### src/rtl/rot_arbiter_pkg.sv
// Shared widths, direction encoding and the direction-to-right-amount helper
// used by the rotating arbiter.
package rot_arbiter_pkg;
    localparam int DATA_W = 4;
    localparam int AMT_W  = 2;

    localparam logic DIR_RIGHT = 1'b0;
    localparam logic DIR_LEFT  = 1'b1;

    // Left by n is the same as right by (4-n) mod 4; two's complement in AMT_W bits does the wrap.
    function automatic logic [AMT_W-1:0] right_amt(input logic dir, input logic [AMT_W-1:0] amt);
        return (dir == DIR_LEFT) ? ((~amt) + AMT_W'(1)) : amt;
    endfunction
endpackage

### src/rtl/rot_arbiter_rot4.sv
// Purely combinational 4-bit rotate-right: out[k] = in[(k+amt) mod 4].
module rot4
    import rot_arbiter_pkg::*;
(
    input  logic [DATA_W-1:0] in,
    input  logic [AMT_W-1:0]  amt,
    output logic [DATA_W-1:0] out
);
    always_comb begin
        out = in;
        unique case (amt)
            2'd0: out = in;
            2'd1: out = {in[0], in[3:1]};
            2'd2: out = {in[1:0], in[3:2]};
            2'd3: out = {in[2:0], in[3]};
            default: out = in;
        endcase
    end
endmodule

### src/rtl/rot_arbiter.sv
// Round-robin arbiter feeding one shared nibble rotator into a single-entry output slot.
// Optional per-requester saturating grant counters are built when ROT_ARBITER_STATS_EN is defined.
module rot_arbiter
    import rot_arbiter_pkg::*;
#(
    parameter int NREQ  = 2,
    parameter int CNT_W = 8
) (
    input  logic                       clk,
    input  logic                       rst,
    input  logic [NREQ-1:0]            req_valid,
    output logic [NREQ-1:0]            req_ready,
    input  logic [DATA_W*NREQ-1:0]     req_data,
    input  logic [AMT_W*NREQ-1:0]      req_amt,
    input  logic [NREQ-1:0]            req_dir,
    output logic                       out_valid,
    input  logic                       out_ready,
    output logic [DATA_W-1:0]          out_data,
    output logic [$clog2(NREQ)-1:0]    out_src
`ifdef ROT_ARBITER_STATS_EN
    ,
    output logic [CNT_W*NREQ-1:0]      grant_cnt
`endif
);
    localparam int SRC_W = $clog2(NREQ);

    logic              slot_free;
    logic              any_grant;
    logic [NREQ-1:0]   grant;
    logic [SRC_W-1:0]  win;
    logic [SRC_W-1:0]  nxt_ptr;
    logic [SRC_W-1:0]  rr_ptr;
    logic [DATA_W-1:0] sel_data;
    logic [AMT_W-1:0]  sel_amt;
    logic              sel_dir;
    logic [DATA_W-1:0] rot_out;
    int                scan;

    assign slot_free = !out_valid || out_ready;

    // Scan from rr_ptr upward, wrapping at NREQ; first valid requester wins.
    always_comb begin
        any_grant = 1'b0;
        win       = '0;
        scan      = 0;
        if (!rst && slot_free) begin
            for (int i = 0; i < NREQ; i++) begin
                scan = int'(rr_ptr) + i;
                if (scan >= NREQ) scan = scan - NREQ;
                if (!any_grant && req_valid[SRC_W'(scan)]) begin
                    any_grant = 1'b1;
                    win       = SRC_W'(scan);
                end
            end
        end
    end

    always_comb begin
        grant = '0;
        if (any_grant) grant[win] = 1'b1;
    end

    assign req_ready = grant;
    assign nxt_ptr   = (win == SRC_W'(NREQ - 1)) ? '0 : win + 1'b1;

    always_comb begin
        sel_data = '0;
        sel_amt  = '0;
        sel_dir  = DIR_RIGHT;
        for (int k = 0; k < NREQ; k++) begin
            if (grant[k]) begin
                sel_data = req_data[k*DATA_W +: DATA_W];
                sel_amt  = req_amt[k*AMT_W +: AMT_W];
                sel_dir  = req_dir[k];
            end
        end
    end

    rot4 u_rot4 (
        .in  (sel_data),
        .amt (right_amt(sel_dir, sel_amt)),
        .out (rot_out)
    );

    always_ff @(posedge clk) begin
        if (rst) begin
            out_valid <= 1'b0;
            out_data  <= '0;
            out_src   <= '0;
            rr_ptr    <= '0;
        end else if (any_grant) begin
            out_valid <= 1'b1;
            out_data  <= rot_out;
            out_src   <= win;
            rr_ptr    <= nxt_ptr;
        end else if (out_ready) begin
            out_valid <= 1'b0;
        end
    end

`ifdef ROT_ARBITER_STATS_EN
    logic [CNT_W-1:0] cnt [NREQ];

    for (genvar g = 0; g < NREQ; g++) begin : g_cnt
        always_ff @(posedge clk) begin
            if (rst)
                cnt[g] <= '0;
            else if (grant[g] && (cnt[g] != '1))
                cnt[g] <= cnt[g] + 1'b1;
        end
        assign grant_cnt[g*CNT_W +: CNT_W] = cnt[g];
    end
`endif
endmodule
### config.mk
export PLATFORM = sky130hd
export DESIGN_NAME = rot_arbiter
export DESIGN_NICKNAME = d
export VERILOG_FILES = /design/src/rtl/rot_arbiter_pkg.sv /design/src/rtl/rot_arbiter_rot4.sv /design/src/rtl/rot_arbiter.sv
export SDC_FILE = /design/constraint.sdc
export NUM_CORES = 1
export LEC_CHECK = 0
export ABC_AREA = 1
export CORE_MARGIN = 2
export CORE_UTILIZATION = 36
export CTS_BUF_LIST = sky130_fd_sc_hd__clkbuf_8
export CTS_CLUSTER_DIAMETER = 30
export DETAILED_ROUTE_END_ITERATION = 7
export GPL_ROUTABILITY_DRIVEN = 0
export GPL_TIMING_DRIVEN = 0
export PLACE_DENSITY_LB_ADDON = 0.08
export SYNTH_ARGS = -nofsm -noshare
export SYNTH_HDL_FRONTEND = slang
export SYNTH_HIERARCHICAL = 1
export SYNTH_SLANG_ARGS = --single-unit
export TNS_END_PERCENT = 1
### constraint.sdc
create_clock -name clk -period 2.9 [get_ports clk]
set_clock_uncertainty 0.2 [all_clocks]
set_input_delay 0.58 -clock clk [delete_from_list [all_inputs] [get_ports clk]]
set_output_delay 0.58 -clock clk [all_outputs]
set_load 0.02 [all_outputs]
== Word-level counts from Yosys, hierarchy flattened ==
Cells that the tools add are included.

* Add/subtract/negate cells: 5
* Multipliers: 0
* Divide/modulo/power cells: 0
* Magnitude comparators: 6
* Equality and inequality tests: 3
* Shift operators: 0
* Muxes and demuxes: 29
* Bitwise logic cells: 1
* Reduce and logical (&&, ||, !) cells: 9

{| class="wikitable"
|+ Operators with widths
! kind !! number
|-
| 1-bit two-way mux || 21
|-
| 4-bit one-hot mux with 4 select lines || 1
|-
| 2-bit two-way mux || 4
|-
| 4-bit two-way mux || 2
|-
| 1-bit by 3-bit < comparator with 1-bit output, second input constant || 2
|-
| 2-bit equality test, second input constant || 2
|-
| 1-bit logical AND || 3
|-
| 1-bit logical NOT || 3
|-
| 1-bit by 1-bit adder with 2-bit output, second input constant || 1
|-
| 2-bit by 1-bit adder with 2-bit output, second input constant || 1
|-
| 2-bit by 1-bit equality test with 1-bit output, second input constant || 1
|-
| 1-bit by 2-bit greater-or-equal comparator with 1-bit output, second input constant || 1
|-
| 2-bit greater-or-equal comparator, second input constant || 1
|-
| 2-bit logical NOT || 1
|-
| 1-bit by 2-bit < comparator with 1-bit output, second input constant || 1
|-
| 2-bit inverter || 1
|-
| 2-bit nonzero test || 1
|-
| 1-bit subtractor, second input constant || 2
|-
| 1-bit adder, second input constant || 1
|-
| 1-bit demux with 1-bit select || 1
|-
| 1-bit greater-or-equal comparator, second input constant || 1
|-
| 1-bit logical OR || 1
|}

* Register bits: 7
* Bits in latches: 0
* Memory bits (writable): 0
* Bits in read-only memories: 0
* Input bits: 19
* Memories kept: 0

== Depth between registers and ports, before layout ==
Gate-level depths: netlist of the first run.

* Depth in word-level cells: 25
* Mapped depth: 14

== Cells and area by module ==
The synthesis of the first run kept the hierarchy.

{| class="wikitable"
|+ Modules (own cells, without submodules)
! module !! times used !! cells each !! area each (µm²) !! sequential area each (µm²)
|-
| rot_arbiter || 1 || 65 || 432.9 || 140.1
|-
| rot4 || 1 || 25 || 141.4 || 0.0
|}

== Worst setup path before layout of the first run ==
Ideal clock, no wire load.

* Kind: input -> register
* From: in req_valid[0]
* To: reg out_data[1]
* Setup time: 0.113 ns
* Data arrival time: 1.547 ns
* Slack: 1.040 ns
* Stages on the path: 14
* Cells stage by stage: inv_1 -> nor2_4 -> nand4_1 -> nand2_2 -> nand2_1 -> nand2_1 -> nand2_1 -> inv_1 -> buf_6 -> inv_2 -> nand3_1 -> nand4_1 -> nand2_1 -> nand2_1

* Longest elaborated chain between the ends: 20

{| class="wikitable"
|+ RTL lines
! what !! line !! source
|-
| from (decl) || rot_arbiter.sv:11 || <nowiki>input logic [NREQ-1:0] req_valid,</nowiki>
|-
| 1-bit two-way mux (not written as such) (2 in a row) || rot_arbiter.sv:50 || <nowiki>if (!any_grant && req_valid[SRC_W'(scan)]) begin</nowiki>
|-
| 1-bit two-way mux || rot_arbiter.sv:50 ||
|-
| 1-bit two-way mux || rot_arbiter.sv:46 || <nowiki>if (!rst && slot_free) begin</nowiki>
|-
| 1-bit logical NOT || rot_arbiter.sv:50 ||
|-
| 1-bit logical AND || rot_arbiter.sv:50 ||
|-
| 1-bit two-way mux || rot_arbiter.sv:50 ||
|-
| 1-bit two-way mux || rot_arbiter.sv:46 ||
|-
| 1-bit by 2-bit < comparator with 1-bit output (not written as such) / 1-bit greater-or-equal comparator (equally long branches) || rot_arbiter.sv:60 || <nowiki>if (any_grant) grant[win] = 1'b1;</nowiki>
|-
| [... 5 more ...] || n/a ||
|-
| 2-bit two-way mux (*) || rot_arbiter.sv:71 || <nowiki>if (grant[k]) begin</nowiki>
|-
| via sel_amt[0] || rot_arbiter.sv:34 || <nowiki>logic [AMT_W-1:0] sel_amt;</nowiki>
|-
| 2-bit inverter || rot_arbiter_pkg.sv:12 || <nowiki>return (dir == DIR_LEFT) ? ((~amt) + AMT_W'(1)) : amt;</nowiki>
|-
| 2-bit by 1-bit adder with 2-bit output || rot_arbiter_pkg.sv:12 ||
|-
| 2-bit two-way mux (*) || rot_arbiter_pkg.sv:12 ||
|-
| 2-bit equality test (tied with other cells) || rot_arbiter_rot4.sv:11 || <nowiki>unique case (amt)</nowiki>
|-
| 4-bit one-hot mux with 4 select lines (*) || rot_arbiter_rot4.sv:11 ||
|-
| via rot_out[1] || rot_arbiter.sv:36 || <nowiki>logic [DATA_W-1:0] rot_out;</nowiki>
|-
| to (signal assigned) || rot_arbiter.sv:93 || <nowiki>out_data <= rot_out;</nowiki>
|-
| to (decl) || rot_arbiter.sv:18 || <nowiki>output logic [DATA_W-1:0] out_data,</nowiki>
|}

Mark *: on every way through the listed nets, which the timed path passes. The rest lies on a longest branch. The select of a mux whose other input is x is not followed.
A chain may end at the register's enable or synchronous reset.

== Worst setup path after layout of the first run ==
* From: in rst
* To: out req_ready[1]

* Longest elaborated chain between the ends: 8

{| class="wikitable"
|+ RTL lines
! what !! line !! source
|-
| from (decl) || rot_arbiter.sv:10 || <nowiki>input logic rst,</nowiki>
|-
| 1-bit logical NOT (*) || rot_arbiter.sv:46 ||
|-
| 1-bit logical AND (*) || rot_arbiter.sv:46 ||
|-
| 1-bit two-way mux || rot_arbiter.sv:46 ||
|-
| 1-bit by 2-bit < comparator with 1-bit output (not written as such) / 1-bit greater-or-equal comparator (equally long branches) || rot_arbiter.sv:60 ||
|-
| 1-bit logical AND (not written as such) || rot_arbiter.sv:60 ||
|-
| 1-bit two-way mux (not written as such) || rot_arbiter.sv:60 ||
|-
| 1-bit demux with 1-bit select || rot_arbiter.sv:60 ||
|-
| 2-bit two-way mux (*) || rot_arbiter.sv:60 ||
|-
| to (decl) || rot_arbiter.sv:12 || <nowiki>output logic [NREQ-1:0] req_ready,</nowiki>
|}

Mark *: on every way between the ends. The rest lies on a longest branch, timed or not.

==> results of run 1 <==
[cell type report]
class                   instances  area [µm²]
fillers                       153         619
well taps                      16        20.0
repair buffers                 25         248
clock inverters                 1        3.75
multi-input cells              69         357
flip-flops and latches          7         140
plain buffers                   2        22.5
clock buffers                   3        41.3
inverters                      12        55.1
[cells by family (layout without fill, tap and decap cells)]
logic type / Yosys count / in the layout / synth area share [%]
flip-flops: 7 / 7 / 24.4
AO/OA/AOI/OAI: 2 / 2 / 1.74
buffers and inverters: 14 / 43 / 13.5
AND/OR/NAND/NOR: 67 / 67 / 60.3
[state kept, by name (all words and copies together) (netlist names)]
signal and count:
rr_ptr 1, out_src 1, out_valid 1, out_data 4
[stage by stage]
step | hold WS (ns) | setup TNS, ns | util, % | power, mW
6_report | 0.258 | 0 | 58.9 | 0.325
4_1_cts | 0.263 | 0 | 58.9 | 0.329
5_1_grt | 0.288 | 0 | 58.9 | 0.340
3_5_place_dp | 0.258 | -0.210 | 56.1 | 0.193
3_3_place_gp | 0.252 | -0.213 | 56.1 | 0.192
2_1_floorplan | 0.298 | 0 | - | 0.153
[worst max path at each step]
stage                  from           end  slack [ns]  cells past startpoint
3_5_place_dp            rst  req_ready[1]       -0.11                      7
3_3_place_gp            rst  req_ready[1]       -0.11                      7
5_1_grt                 rst  req_ready[0]        0.07                      7
4_1_cts                 rst  req_ready[1]        0.15                      7
2_1_floorplan  req_valid[0]   out_data[1]        1.04                     14
6_report                rst  req_ready[1]        0.16                      7
[layout by cell type, fill, tap and decap left out]
cell type	count
inv_4	2
a21oi_1	2
inv_6	1
clkdlybuf4s50_1	23
clkinv_1	1
dfxtp_1	7
nand2_4	4
nand2_1	32
nand2_2	1
nor2_4	2
nand4_1	10
dlygate4sd2_1	2
inv_2	3
clkbuf_8	3
nand3_1	18
buf_6	2
inv_1	6
[per-layer routing]
layer | share of wire, % | track usage [%] | wire length, µm | up-vias
met1 | 46 | 18.3 | 592 | 275
met4 | 1.5 | 10.9 | 19 | 0
li1 | - | - | - | 357
met5 | 0 | 0 | 0 | -
met3 | 6.5 | 2.50 | 84 | 2
met2 | 46 | 24.7 | 595 | 25
[power by group through the flow]
stage                     Combinational [mW]  Clock, mW  Sequential (mW)
final                                 0.0856      0.135            0.105
after global routing                  0.0944      0.140            0.105
after global placement                0.0855          0            0.106
after floorplan                       0.0426          0            0.111
after detailed placement              0.0868          0            0.106
after CTS                             0.0862      0.138            0.105
[repair_timing]
item | 4_1_cts | 5_1_grt
endpoints found under the hold margin | 0 | 0
buffers inserted | 0 | 0
gates resized for setup | 2 | 0
endpoints found under the setup margin | 2 | 0
[worst max-delay path: stages]
cell	delay, ns
clkdlybuf4s50_1	0.51
nor2_4	0.20
nand2_4	0.11
inv_6	0.10
nand2_4	0.06
inv_4	0.07
dlygate4sd2_1	0.33
==> summary.md, run 1 <==
| Metric | Value |
|---|---|
| Pre-CTS setup slack | `-0.109 ns` |
| Wirelength, routed | `between 1 and 1.5 mm` |
| Ant diodes | `0` |
| Final min period | `2.74 ns` |
| Vert. Die Dim | `around 44 µm` |
| Sw Ratio | `between 20% and 30%` |
| Worst VDD drop | `around 0.13 mV` |
| Largest net degree at the start of global routing | `11` |
| Comb power frac | `approximately a quarter` |
| Core ar. | `roughly 1500 µm²` |
| H-tree levels | `1` |
| Count of pins over their slew limit | `0` |
| Cells on worst reg2reg path | `14` |
| Yosys cell types | `14` |
| DP Area | `845 µm²` |
| Net Count, Synth | `between 100 and 150` |
| Die area | `slightly below 2000 µm²` |
| Port bufs | `25` |
| Final hold violations | `0` |
| Design area | `887 µm²` |
| Post-synthesis sequential area ratio | `24.4%` |
| RSZ-0062 raised after global routing | `false` |
| Max clock buf depth | `2` |
| PnR worst setup slack | `between 0.15 and 0.2 ns` |
| Gr ovfl total | `0` |
| CP required | `approximately 2.1 ns` |
| Largest area contributor in the netlist | `dfxtp_1` |
| Worst skew pair latency | `approximately 0.23 ns` |
| Starting DRT DRC Count | `7` |
| Worst Hold Path EP | `out_data[2]` |
| Most frequent cell after synthesis | `nand2_1` |
| Area Overhead vs Synth | `54.5%` |
| Kind of critical path | `in2out` |
| Clock share of power | `approximately two fifths` |
| Synth async-reset ratio | `0%` |
| DR WL/cell | `between 9 and 10 µm` |
| Final setup violation count | `0` |
| Post-DP HPWL | `between 1 and 1.5 mm` |
| Internal power | `about 0.23 mW` |
| Post-synthesis sequential element count | `7` |
| Syn Area/Cell | `around 6.4 µm²` |
| Power density cells | `around 370 nW/µm²` |
| Share of cells above drive strength 1 | `about 15%` |
| CTS tree | `done` |
| Total GRT Usage | `15.4%` |
| Via Count | `659` |
| Status | `finished, final reports clean` |
| Worst-path maximum fanout | `7` |
| Hold WC Path Type | `reg2reg` |
| CTS root buf | `clkbuf_8` |
| Critical path endpoint category | `output pin` |
| CTS sink count | `7` |
| Starting density of the core | `38.1%` |
| FF-to-FF Start | `rr_ptr` |
| Hold_buf cts | `0` |
| First-pass GRT wire length | `approximately 2.2 mm` |
| Hold Path Depth | `2` |
| Detailed-route DRC error count | `0` |
| Net Sw Power | `between 0.09 and 0.1 mW` |
| Synthesized cell area | `574 µm²` |
| Final period utilization | `between 90% and 100%` |
| Clock transition at path regs | `0.04 ns` |
| Static Leak | `0.426 nW` |
| # nets final | `about 140` |
| Ports | `27` |
| Sequential share of power | `32.2%` |
| CP startpoint kind | `input pin` |
| WP data arrival | `~2.0 ns` |
| R2r endpoint | `out_data[0]` |
| EDFF count, synth | `0` |
| Die width | `43.9 µm` |
| Vias in the first global route | `568` |
| Synth Instances | `90` |
| FP Rows | `14` |
| Finished Layout Cells | `135` |
| Relative slew margins | `85.3%` |
| Synth warn | `6` |
| Vias per inst | `4.88` |
| Ranking of synthesized cells by area | `dfxtp_1 (24%), nand2_1 (21%), nand3_1 (16%)` |
| Main synth FF type | `dfxtp_1` |
| CTS Buf Count | `3` |
| F_max | `~370 MHz` |
| Final ANT Viol Nets | `0` |
| HP Start | `out_data[2]` |
| Initial antenna violation count | `0` |
| Yosys top cell area share | `24.4%` |
| Drt pass-1 iters | `4` |
| Dpl cells | `about 130` |
| Post-synth top cells | `nand2_1 (32), nand3_1 (18), nand4_1 (10)` |
| Max-cap viol count | `0` |
| Worst-Margin Slew | `~0.22 ns` |
| Reg2reg setup slack | `approximately 1.2 ns` |
(Power assumes the default switching activity.)
==> inputs of run 2 (changes only) <==
CORE_UTILIZATION = 41   (was 36)
SETUP_SLACK_MARGIN = 0.5   (was not set)
clock period = 2.7 ns   (was 2.9 ns; I/O delays follow)
==> run 2 against run 1 <==
Against the previous run:
- die area is 11% lower
- wire length increased by 13%
- sequential share of layout area shrank 1.3 points
- power increased by 11%
- final area grew 8.9%
- register-to-register slack got worse by 0.21 ns
- worst hold slack about the same
- cell count increased by 5.9%
- sequential power grew 8%
==> summary.md, run 2 (same netlist as run 1, synthesis figures left out) <==
| Metric | Value |
|---|---|
| R2r endpoint | `out_data[1] (was out_data[0])` |
| Sw Ratio | `27.6% (was 27.7%)` |
| Post-DP HPWL | `1.11 mm (was 1.09 mm)` |
| Reg area | `140 µm² (unchanged)` |
| Clock transition at path regs | `0.04 ns (about the same)` |
| Via Count | `723 (was 659)` |
| FP Rows | `13 (was 14)` |
| Final setup violation count | `0 (unchanged)` |
| CTS Buf Count | `3 (unchanged)` |
| # nets final | `148 (was 139)` |
| Multi-input gate area | `357 µm² (unchanged)` |
| Drt pass-1 iters | `4 (unchanged)` |
| Vias in the first global route | `640 (was 568)` |
| Final ANT Viol Nets | `0 (unchanged)` |
| CTS root buf | `clkbuf_8 (unchanged)` |
| Die area | `1720 µm² (was 1930 µm²)` |
| F_max | `~460 MHz` |
| Share of cells above drive strength 1 | `25.0% (was 15.1%)` |
| Worst VDD drop | `0.172 mV (was 0.125 mV)` |
| Port bufs | `25 (unchanged)` |
| Internal power | `0.262 mW (was 0.235 mW)` |
| Max clock buf depth | `2 (unchanged)` |
| Commonest non-fill, non-tap cell in the layout | `nand2_1 (unchanged)` |
| Reg2reg setup slack | `0.94 ns (was 1.15 ns)` |
| Ports | `27 (unchanged)` |
| CTS sink count | `7 (unchanged)` |
| Core ar. | `1300 µm² (was 1510 µm²)` |
| Initial antenna violation count | `0 (unchanged)` |
| Wirelength, routed | `1.46 mm (was 1.29 mm)` |
| Worst-path maximum fanout | `4 (was 7)` |
| CP required | `1.96 ns (was 2.12 ns)` |
| RSZ-0062 raised after global routing | `true (was false)` |
| Status | `finished, final reports clean (unchanged)` |
| WP data arrival | `1.42 ns (was 1.96 ns)` |
| Most frequent cells in the layout | `nand2_1 (32), clkdlybuf4s50_1 (20), nand3_1 (18) (was nand2_1 (32), clkdlybuf4s50_1 (23), nand3_1 (18))` |
| Final hold violations | `0 (unchanged)` |
| Relative slew margins | `85.8% (was 85.3%)` |
| Hold Path Depth | `2 (unchanged)` |
| Net Sw Power | `0.0999 mW (was 0.0901 mW)` |
| Filler Cell Count | `111 (was 153)` |
| Vias per inst | `5.06 (was 4.88)` |
| H-tree levels | `1 (unchanged)` |
| Clock share of power | `39.6% (was 41.4%)` |
| Starting density of the core | `44.1% (was 38.1%)` |
| Detailed-route DRC error count | `0 (unchanged)` |
| FF-to-FF Start | `out_valid (was rr_ptr)` |
| Ant diodes | `0 (unchanged)` |
| Sequential share of power | `31.2% (was 32.2%)` |
| Critical path endpoint category | `output pin (unchanged)` |
| Final period utilization | `79.9%` |
| Starting DRT DRC Count | `11 (was 7)` |
| Largest Register | `out_data (unchanged)` |
| Count of pins over their slew limit | `0 (unchanged)` |
| Worst-Margin Slew | `0.212 ns (was 0.219 ns)` |
| Max reg flops | `4 (unchanged)` |
| Kind of critical path | `in2out (unchanged)` |
| Die width | `41.4 µm (was 43.9 µm)` |
| Final min period | `around 2.2 ns` |
| DR WL/cell | `10.2 µm (was 9.57 µm)` |
| Total GRT Usage | `18.5% (was 15.4%)` |
| CTS tree | `done (unchanged)` |
| Hold WS | `0.258 ns (about the same)` |
| Gr ovfl total | `0 (unchanged)` |
| Max-cap viol count | `0 (unchanged)` |
| Hold_buf cts | `0 (unchanged)` |
| CP startpoint kind | `input pin (unchanged)` |
| Area Overhead vs Synth | `68.2% (was 54.5%)` |
| First-pass GRT wire length | `2.53 mm (was 2.20 mm)` |
| Largest net degree at the start of global routing | `11 (unchanged)` |
| Cells on worst reg2reg path | `13 (was 14)` |
| Worst skew pair latency | `0.23 ns (about the same)` |
| Comb power frac | `29.2% (was 26.3%)` |
| Dpl cells | `130 (was 131)` |
| Vert. Die Dim | `41.4 µm (was 43.9 µm)` |
| Hold WC Path Type | `reg2reg (unchanged)` |
| Power density cells | `374 nW/µm² (was 366 nW/µm²)` |
| Worst Hold Path EP | `out_data[0] (was out_data[2])` |
| Finished Layout Cells | `143 (was 135)` |
| HP Start | `out_data[0] (was out_data[2])` |
| Static Leak | `0.473 nW (was 0.426 nW)` |
-- run 2: changes by cell type in the layout (fill, tap and decap cells not counted) --
| cell | delta |
|---|---|
| inv_2 | +3 |
| buf_2 | +1 |
| inv_1 | -3 |
| buf_6 | +2 |
| clkdlybuf4s50_1 | -3 |
| buf_4 | +7 |
| clkdlybuf4s15_1 | +1 |
| buf_12 | +1 |
-- run 2: through the flow --
stage | cell area [µm²] | TNS, ns | util (%) | power [mW] | setup slack (ns)
after floorplan | 574 | 0 | - | 0.165 | 0.880
after global placement | 843 | -0.436 | 64.8 | 0.206 | -0.218
after detailed placement | 843 | -0.469 | 64.8 | 0.208 | -0.238
after CTS | 957 | 0 | 73.6 | 0.362 | 0.623
after global routing | 966 | 0 | 74.2 | 0.380 | 0.485
final | 966 | 0 | 74.2 | 0.362 | 0.544
-- run 2: routing by layer --
layer | vias to the layer above | routed length (µm) | global-route usage [%]
li1 | 376 | - | -
met3 | 4 | 85 | 2.61
met5 | - | 0 | 0
met2 | 34 | 699 | 32.5
met4 | 0 | 22 | 9.68
met1 | 309 | 654 | 21.4
-- run 2: critical path, stage by stage --
cell and delay (ns):
clkdlybuf4s15_1 0.26, nor2_4 0.14, buf_4 0.13, nand2_4 0.06
inv_6 0.07, nand2_4 0.05, inv_4 0.06, buf_6 0.10
-- run 2: final cells by class --
class	instances	area share (%)
tap	15	1.94
multi-input combinational	69	36.9
clock buffer	3	4.27
clock inverter	1	0.389
buffer	2	2.33
timing repair buffer	34	33.9
inverter	12	5.70
sequential	7	14.5
-- run 2: power groups by stage --
stage	clock [mW]	sequential (mW)	combinational [mW]
final	0.143	0.113	0.105
after global routing	0.152	0.114	0.115
after CTS	0.145	0.113	0.104
after detailed placement	0	0.114	0.0936
after global placement	0	0.114	0.0916
after floorplan	0	0.119	0.0458
-- run 2: how the worst max path moves through the flow --
stage / start / to / slack (ns) / cells after the start
after floorplan: req_valid[0] / out_data[1] / 0.88 / 14
after global placement: rst / req_ready[1] / -0.22 / 7
after detailed placement: rst / req_ready[0] / -0.24 / 7
after CTS: rst / req_ready[1] / 0.62 / 7
after global routing: rst / req_ready[1] / 0.48 / 8
final: rst / req_ready[1] / 0.54 / 8
-- run 2: what timing repair did --
action / CTS / global route
pin swaps: 3 / 2
gates cloned: 1 / 0
gates resized for setup: 18 / 1
buffers inserted: 7 / 1
setup endpoints to repair: 6 / 4
==> inputs of run 3 (changes only) <==
clock period = 2 ns   (was 2.7 ns; I/O delays follow)
==> run 3 against run 2 <==
Against the previous run:
- non-clock buffer count fell by 1
- cell count fell by 0.70%
- flip-flop and latch count did not move
- final area rose by 2.7%
- die area did not move
- wire length rose by 14%
- worst setup slack got worse by 0.32 ns
- worst hold slack got worse by 0.075 ns
==> summary.md, run 3 (same netlist as run 1, synthesis figures left out) <==
| Metric | Value |
|---|---|
| CP startpoint kind | `flip-flop (was input pin)` |
| CTS root buf | `clkbuf_8 (unchanged)` |
| Worst Hold Path EP | `rr_ptr (was out_data[0])` |
| HP Start | `rst (was out_data[0])` |
| WP data arrival | `1.18 ns (was 1.42 ns)` |
| Reg2reg setup slack | `0.30 ns (was 0.94 ns)` |
| RSZ-0062 raised after global routing | `true (unchanged)` |
| Max reg flops | `4 (unchanged)` |
| Final min period | `~1.8 ns` |
| Kind of critical path | `reg2out (was in2out)` |
| Vias per inst | `5.26 (was 5.06)` |
| Vert. Die Dim | `41.4 µm (unchanged)` |
| CTS sink count | `7 (unchanged)` |
| Most frequent cells in the layout | `nand2_1 (32), nand3_1 (17), clkdlybuf4s50_1 (12) (was nand2_1 (32), clkdlybuf4s50_1 (20), nand3_1 (18))` |
| Hold WC Path Type | `in2reg (was reg2reg)` |
| CTS Buf Count | `3 (unchanged)` |
| Critical path endpoint category | `output pin (unchanged)` |
| Area Overhead vs Synth | `72.8% (was 68.2%)` |
| Status | `finished, final reports clean (unchanged)` |
| Relative slew margins | `85.1% (was 85.8%)` |
| Worst VDD drop | `0.420 mV (was 0.172 mV)` |
| Design area | `992 µm² (was 966 µm²)` |
| Ports | `27 (unchanged)` |
| Slowest CP cell | `clkdlybuf4s50_1 (was clkdlybuf4s15_1)` |
| Gr ovfl total | `0 (unchanged)` |
| Max-cap viol count | `0 (unchanged)` |
| Crit path buffers/inverters | `1 (was 5)` |
| # nets final | `147 (was 148)` |
| Finished Layout Cells | `142 (was 143)` |
| Final hold violations | `0 (unchanged)` |
| Final period utilization | `between 80% and 90%` |
| Clock transition at path regs | `0.04 ns (about the same)` |
| FF-to-FF Start | `rr_ptr (was out_valid)` |
| R2r endpoint | `out_data[2] (was out_data[1])` |
| F_max | `approximately 560 MHz` |
| Core ar. | `1300 µm² (unchanged)` |
| Post-DP HPWL | `1.16 mm (was 1.11 mm)` |
| H-tree levels | `1 (unchanged)` |
| Ant diodes | `0 (unchanged)` |
| Die width | `41.4 µm (unchanged)` |
| DP Area | `858 µm² (was 843 µm²)` |
| Pwr Total | `0.498 mW (was 0.362 mW)` |
| Multi-input gate area | `370 µm² (was 357 µm²)` |
| Port bufs | `25 (unchanged)` |
| CP Cell Sequence | `clkdlybuf4s50_1 (was clkdlybuf4s15_1, nor2_4, buf_4, nand2_4, inv_6, nand2_4, inv_4, buf_6)` |
| CTS tree | `done (unchanged)` |
| Initial antenna violation count | `0 (unchanged)` |
| Worst skew pair latency | `0.23 ns (about the same)` |
| Filler Cell Count | `123 (was 111)` |
| PnR worst setup slack | `0.223 ns (was 0.544 ns)` |
| Wirelength, routed | `1.66 mm (was 1.46 mm)` |
| Starting density of the core | `44.1% (unchanged)` |
| Worst-path maximum fanout | `2 (was 4)` |
| Final ANT Viol Nets | `0 (unchanged)` |
| CP required | `1.40 ns (was 1.96 ns)` |
| Share of cells above drive strength 1 | `29.1% (was 25.0%)` |
| Pre-CTS setup slack | `-0.772 ns (was -0.238 ns)` |
| Worst-Margin Slew | `0.222 ns (was 0.212 ns)` |
| Via Count | `747 (was 723)` |
| Drt pass-1 iters | `4 (unchanged)` |
| Reg area | `144 µm² (was 140 µm²)` |
| Largest net degree at the start of global routing | `11 (unchanged)` |
| FP Rows | `13 (unchanged)` |
| Cells on worst reg2reg path | `13 (unchanged)` |
| Dpl cells | `130 (unchanged)` |
| Crit path max-delay family | `buffers and inverters (unchanged)` |
| Total GRT Usage | `19.9% (was 18.5%)` |
| Count of pins over their slew limit | `0 (unchanged)` |
| Static Leak | `0.493 nW (was 0.473 nW)` |
| Commonest non-fill, non-tap cell in the layout | `nand2_1 (unchanged)` |
| First-pass GRT wire length | `2.68 mm (was 2.53 mm)` |
| Hold_buf cts | `0 (unchanged)` |
| Max clock buf depth | `2 (unchanged)` |
| Power density cells | `502 nW/µm² (was 374 nW/µm²)` |
| Starting DRT DRC Count | `32 (was 11)` |
| Final setup violation count | `0 (unchanged)` |
| Largest Register | `out_data (unchanged)` |
| Die area | `1720 µm² (unchanged)` |
| DR WL/cell | `11.7 µm (was 10.2 µm)` |
| Detailed-route DRC error count | `0 (unchanged)` |
| Vias in the first global route | `669 (was 640)` |
| Crit-path max cell delay | `0.61 ns (was 0.26 ns)` |
| Hold Path Depth | `2 (unchanged)` |
[run 3: cell types whose count changed in the layout (fill, tap and decap cells not counted), sizes merged]
cell | previous run | this run
clkdlybuf4s50 | 20 | 12
clkdlybuf4s15 | 1 | 0
dlygate4sd2 | 2 | 8
clkbuf | 3 | 4
buf | 13 | 14
[run 3: what timing repair did]
action                                  CTS  global route
endpoints found under the hold margin     0             0
resized for setup                        36            10
pin swaps                                17             8
endpoints found under the setup margin   14            12
buffers inserted                          6             1
cloned                                    1             0
[run 3: worst reg2reg max path: stages, from the launching register on]
cell and delay (ns):
dfxtp_4 0.35, nand2_1 0.07, clkinv_1 0.09, nand4_1 0.12
nand2_2 0.06, nand2_1 0.07, nand2_1 0.05, nand2_1 0.06
inv_2 0.04, buf_6 0.12, nand3_1 0.08, nand4_1 0.11
nand2_1 0.10, nand2_1 0.05
[run 3: metrics by stage]
stage	utilization, %	TNS [ns]	hold WS (ns)
after floorplan	-	0	0.269
after global placement	66.0	-3.41	0.256
after detailed placement	66.0	-3.56	0.261
after CTS	73.3	0	0.209
after global routing	76.3	0	0.184
final	76.3	0	0.184
[run 3: area by class of cell]
class                      count  share of cell area (%)
sequential                     7                    14.5
clock inverter                 1                   0.378
multi-input combinational     69                    37.3
inverter                      12                    7.31
buffer                         2                    2.27
tap                           15                    1.89
timing repair buffer          33                    32.2
clock buffer                   3                    4.16
[run 3: how the worst max path moves through the flow]
stage / to / depth (start not counted) / slack (ns) / from
4_1_cts: out_data[1] / 1 / 0.23 / out_data[1]
2_1_floorplan: out_data[1] / 14 / 0.33 / req_valid[0]
3_3_place_gp: req_ready[0] / 8 / -0.77 / req_valid[0]
6_report: out_data[1] / 1 / 0.22 / out_data[1]
3_5_place_dp: req_ready[1] / 8 / -0.77 / req_valid[0]
5_1_grt: out_data[2] / 15 / 0.14 / rst
[run 3: metal layers]
metal	GRT usage, %	wire length [µm]	up-vias
met5	0	0	-
met4	7.74	21	0
met3	6.09	140	2
met2	32.8	797	44
met1	24.0	700	325
li1	-	-	376
[run 3: power by group]
part	total [mW]	internal, mW	switching, mW
Clock	0.197	0.133	0.0642
Sequential	0.152	0.147	0.00562
Combinational	0.149	0.0739	0.0750
